===== config.mk =====
export PLATFORM = sky130hd
export DESIGN_NAME = alarm_ctrl
export DESIGN_NICKNAME = d
export VERILOG_FILES = /design/src/rtl/alarm_ctrl.sv
export SDC_FILE = /design/constraint.sdc
export NUM_CORES = 1
export LEC_CHECK = 0
export CORE_UTILIZATION = 35
export DETAILED_ROUTE_END_ITERATION = 8
export SLEW_MARGIN = 15
export SYNTH_ARGS = -nofsm -noshare
export SYNTH_HDL_FRONTEND = slang
export SYNTH_SLANG_ARGS = --single-unit

===== constraint.sdc =====
create_clock -name sys_clk -period 3.4 [get_ports sys_clk]
set_clock_uncertainty 0.1 [all_clocks]
set_input_delay 0.85 -clock sys_clk [delete_from_list [all_inputs] [get_ports sys_clk]]
set_output_delay 0.85 -clock sys_clk [all_outputs]
set_load 0.01 [all_outputs]

===== src/rtl/alarm_ctrl.sv =====
// Alarm ring/snooze/stop controller: compares the stored alarm time with the
// running clock and drives the buzzer, honouring snooze and stop buttons.
module alarm_ctrl #(
    parameter int unsigned SNOOZE_MIN       = 5,
    parameter int unsigned RING_TIMEOUT_SEC = 60,
    parameter int unsigned MAX_SNOOZES      = 3
) (
    input  logic       sys_clk,
    input  logic       rst_n,
    input  logic       tick_1hz,
    input  logic       alarm_enable,
    input  logic [4:0] cur_hours,
    input  logic [5:0] cur_minutes,
    input  logic [5:0] cur_seconds,
    input  logic [4:0] alarm_hours,
    input  logic [5:0] alarm_minutes,
    input  logic       snooze_btn,
    input  logic       stop_btn,
    output logic       buzzer,
    output logic       alarm_active,
    output logic       snoozing,
    output logic [1:0] snooze_used
);

    localparam int unsigned RING_W = 7;
    localparam int unsigned SNZ_W  = 12;

    localparam logic [SNZ_W-1:0]  SNOOZE_LOAD = SNZ_W'(SNOOZE_MIN * 60);
    localparam logic [RING_W-1:0] RING_LAST   = RING_W'(RING_TIMEOUT_SEC - 1);
    localparam logic [1:0]        USED_MAX    = 2'(MAX_SNOOZES);

    typedef enum logic [1:0] {
        IDLE    = 2'd0,
        RINGING = 2'd1,
        SNOOZE  = 2'd2,
        LOCKOUT = 2'd3
    } state_t;

    state_t             state;
    logic [RING_W-1:0]  ring_sec;
    logic [SNZ_W-1:0]   snooze_sec;
    logic               match_c;

    assign match_c = (cur_hours == alarm_hours) && (cur_minutes == alarm_minutes);

    // State, counters and registered outputs all advance together.
    always_ff @(posedge sys_clk or negedge rst_n) begin
        if (!rst_n) begin
            state        <= IDLE;
            buzzer       <= 1'b0;
            alarm_active <= 1'b0;
            snoozing     <= 1'b0;
            snooze_used  <= 2'd0;
            ring_sec     <= '0;
            snooze_sec   <= '0;
        end else if (!alarm_enable) begin
            state        <= IDLE;
            buzzer       <= 1'b0;
            alarm_active <= 1'b0;
            snoozing     <= 1'b0;
            snooze_used  <= 2'd0;
            ring_sec     <= '0;
            snooze_sec   <= '0;
        end else begin
            case (state)
                IDLE: begin
                    if (match_c && (cur_seconds == 6'd0)) begin
                        state        <= RINGING;
                        buzzer       <= 1'b1;
                        alarm_active <= 1'b1;
                        snoozing     <= 1'b0;
                        ring_sec     <= '0;
                        snooze_used  <= 2'd0;
                    end
                end
                RINGING: begin
                    if (stop_btn) begin
                        state        <= LOCKOUT;
                        buzzer       <= 1'b0;
                        alarm_active <= 1'b0;
                    end else if (snooze_btn && (snooze_used < USED_MAX)) begin
                        state        <= SNOOZE;
                        buzzer       <= 1'b0;
                        snoozing     <= 1'b1;
                        snooze_used  <= snooze_used + 2'd1;
                        snooze_sec   <= SNOOZE_LOAD;
                    end else if (tick_1hz) begin
                        if (ring_sec == RING_LAST) begin
                            state        <= LOCKOUT;
                            buzzer       <= 1'b0;
                            alarm_active <= 1'b0;
                        end else begin
                            buzzer   <= ~buzzer;
                            ring_sec <= ring_sec + RING_W'(1);
                        end
                    end
                end
                SNOOZE: begin
                    if (stop_btn) begin
                        state        <= LOCKOUT;
                        buzzer       <= 1'b0;
                        alarm_active <= 1'b0;
                        snoozing     <= 1'b0;
                    end else if (tick_1hz) begin
                        if (snooze_sec == SNZ_W'(1)) begin
                            state    <= RINGING;
                            buzzer   <= 1'b1;
                            snoozing <= 1'b0;
                            ring_sec <= '0;
                        end
                        snooze_sec <= snooze_sec - SNZ_W'(1);
                    end
                end
                LOCKOUT: begin
                    // Hold off until the alarm minute has passed to avoid re-triggering.
                    if (!match_c) begin
                        state <= IDLE;
                    end
                end
                default: begin
                    state <= IDLE;
                end
            endcase
        end
    end

endmodule


==> flow_summary.json <==
{
  "status": "finished, final reports clean",
  "post-place-ws_ps": 137,
  "drv_cap": 0,
  "synth_fp_nets": 265,
  "rows": 26,
  "grt_max_degree": 27,
  "synth-async-reset-ratio": 1.00,
  "cp_cell_sequence": "clkdlybuf4s50_1, xor2_1, nor4_1, nand3_1, o41a_1, or2_0, o41ai_2",
  "core_area_um2": 5140,
  "postCtsSetupRepairBufs": 0,
  "cp_max_fo": 6,
  "syn_inst": 222,
  "synthMuxAreaShare": 0,
  "cts_hold_repair.buffers": 0,
  "seq_area_frac_synth": 0.346,
  "synth-compound-area-share": 0.215,
  "syn_area_per_cell_um2": 8.48,
  "initial_utilization": 0.366,
  "most-common-layout-cells": "38 x clkdlybuf4s50_1, 26 x dfrtp_1, 23 x nor2_1",
  "finalCritPeriodShare": 0.871,
  "grt_pass1_wl_um": 7770,
  "io-pin-count": 39,
  "holdWs_ps": 391,
  "ir_drop_v": 0.000380,
  "drc": 0,
  "final_common_cell": "clkdlybuf4s50_1",
  "critPathTopFamily": "simple AND/OR/NAND/NOR gates",
  "ctsHtreeMaxLevel": 1,
  "critPathKind": "primary input to flop",
  "gr-total-overflow": 0,
  "crit_slowest_cell": "o41a_1",
  "ys_types": 46,
  "required_ps": 3480,
  "finalSetupViolations": 0,
  "die_area_um2": 5670,
  "max_stage_delay_ps": 450,
  "postCtsResizedCells": 0,
  "powerDensity_nw_per_um2": 529,
  "vias": 1782,
  "drive_above_1_share": 0.0760,
  "ys.flop_type": "dfrtp_1",
  "drt_iter0_markers": 106,
  "cts.sinks": 26,
  "finalWeightedCongestion": 0.788,
  "clk_latency_ps": 280,
  "p_leak_nw": 0.969,
  "synth_top_family_by_area": "simple AND/OR/NAND/NOR gates",
  "end_kind": "flop",
  "portBuffers": 38,
  "worstPathArrival_ps": 3040,
  "yosysWarnings": 0,
  "netlist_area_um2": 1880,
  "crit_path_start_kind": "primary input",
  "grt_pass1_vias": 1674,
  "dpl.hpwl_um": 3470,
  "finalMaxSlewViolations": 0,
  "path_buf_inv": 1,
  "cts.clk_slew.worst_paths_ps": 90,
  "tns_ps": 0,
  "ys_ff_latch": 26,
  "hold_viol_final": 0,
  "max_slew_margin": 0.591,
  "r2r_setup_slack_ps": 710,
  "wire_per_inst_um": 13.8,
  "post-route-min-period_ps": 2960,
  "cts_root_buf": "clkbuf_8",
  "finish.net_count": 307,
  "numCtsBuffers": 3,
  "finalWirelength_um": 4580,
  "area_growth_pct": 30.0,
  "hp-class": "flop to flop",
  "antenna_found_initial": 0,
  "antenna_left": 0,
  "detail_route.first_pass.iterations": 4,
  "synthXorXnorAreaFrac": 0.0791,
  "antenna_cells": 0,
  "grt_util_all_layers": 0.178,
  "vias_per_cell": 5.35,
  "cts_tree": "done",
  "die_h_um": 75.3,
  "yosys.area_share.adder": 0.0598,
  "fillCellCount": 536,
  "synth_edf_count": 0,
  "grt_setup_unrepaired": "false",
  "die_w_um": 75.3,
  "clockBufferDepth": 2,
  "tightest_slew_ps": 613,
  "yosys.area_share.simple": 0.262,
  "fmax_ghz": 0.338,
  "fin_ws_ps": 439
}
[path summary, 6_finish.rpt]
check | start | end | cells after the start
setup / recovery | alarm_hours[2] | ring_sec[6]$_DFFE_PN0P_ | 7
hold / removal | ring_sec[6]$_DFFE_PN0P_ | ring_sec[6]$_DFFE_PN0P_ | 1
setup reg to reg | state[0]$_DFFE_PN0P_ | ring_sec[6]$_DFFE_PN0P_ | 7
hold reg to reg | ring_sec[6]$_DFFE_PN0P_ | ring_sec[6]$_DFFE_PN0P_ | 1
max in group asynchronous | rst_n | snooze_sec[9]$_DFFE_PN0P_ | 2
min in group asynchronous | rst_n | snooze_sec[7]$_DFFE_PN0P_ | 2
[cells by family (layout without fill, tap and decap cells)]
kind of cell,count (synthesis),count (layout)
adder cells (fa/ha/maj),9,9
AO/OA/AOI/OAI,58,58
AND/OR/NAND/NOR,93,93
buffers and inverters,19,60
flip-flops,26,26
XOR/XNOR,17,17
[power breakdown]
part / internal [mW] / total [mW] / switching [mW]
Sequential: 0.363 / 0.428 / 0.0648
Combinational: 0.265 / 0.603 / 0.337
Clock: 0.158 / 0.263 / 0.105
[per-layer routing]
metal / global-route usage / vias to the layer above / share of wire
met3: 0.0423 / 2 / 0.035
met1: 0.243 / 844 / 0.48
met4: 0.0350 / 0 / 0.0048
li1: - / 900 / -
met5: 0 / - / 0
met2: 0.290 / 36 / 0.48
[worst register-to-register path: stages, from the launching register on]
cell	delay, ps
dfrtp_1	450
inv_1	150
ha_1	570
nor2_1	160
o31a_1	320
o41a_1	150
or2_0	370
o41ai_2	340
[flip-flops by register name, indices dropped and copies added, names as in the netlist]
signal and flops:
ring_sec 7, snooze_sec 12, snooze_used 2, state 2, snoozing 1, buzzer 1
alarm_active 1
[synthesized netlist by cell type, types with 2 or more instances]
cell type / count / share of area
nor3_1: 12 / 0.032
and4bb_2: 2 / 0.013
nor2b_1: 2 / 0.0066
nor4_1: 5 / 0.017
a31oi_1: 3 / 0.010
a21o_1: 2 / 0.0080
a21oi_1: 13 / 0.035
nand3b_1: 3 / 0.012
nand3_1: 12 / 0.032
clkbuf_1: 8 / 0.016
xnor2_1: 6 / 0.028
inv_1: 10 / 0.020
dfrtp_1: 26 / 0.35
ha_1: 9 / 0.060
nor4b_1: 2 / 0.0093
a211o_1: 2 / 0.0093
nand2b_1: 5 / 0.017
o211ai_1: 2 / 0.0080
o31ai_1: 4 / 0.016
or4_1: 3 / 0.012
nand2_1: 16 / 0.032
a41oi_1: 2 / 0.0093
nand4_1: 2 / 0.0066
o41ai_2: 2 / 0.017
o21ai_0: 15 / 0.040
nor2_1: 23 / 0.046
xor2_1: 11 / 0.051
o31a_1: 2 / 0.0093
[stage by stage]
step / cell area, µm² / power, mW / std cells / utilization
floorplan: 1880 / 0.835 / 222 / -
global placement: 2370 / 1.03 / 329 / 0.462
detailed placement: 2370 / 1.03 / 329 / 0.462
CTS: 2450 / 1.30 / 333 / 0.476
global route: 2450 / 1.40 / 333 / 0.476
finish: 2450 / 1.29 / 333 / 0.476
[final cells by class]
class / count / area (µm²) / share of cell area
clock buffer: 3 / 41.3 / 0.0169
clock inverter: 1 / 30.0 / 0.0123
inverter: 10 / 37.5 / 0.0153
multi-input combinational: 177 / 1160 / 0.474
sequential: 26 / 651 / 0.266
tap: 70 / 87.6 / 0.0358
timing repair buffer: 46 / 440 / 0.180
Note: power is estimated with default switching activity, not from simulation.
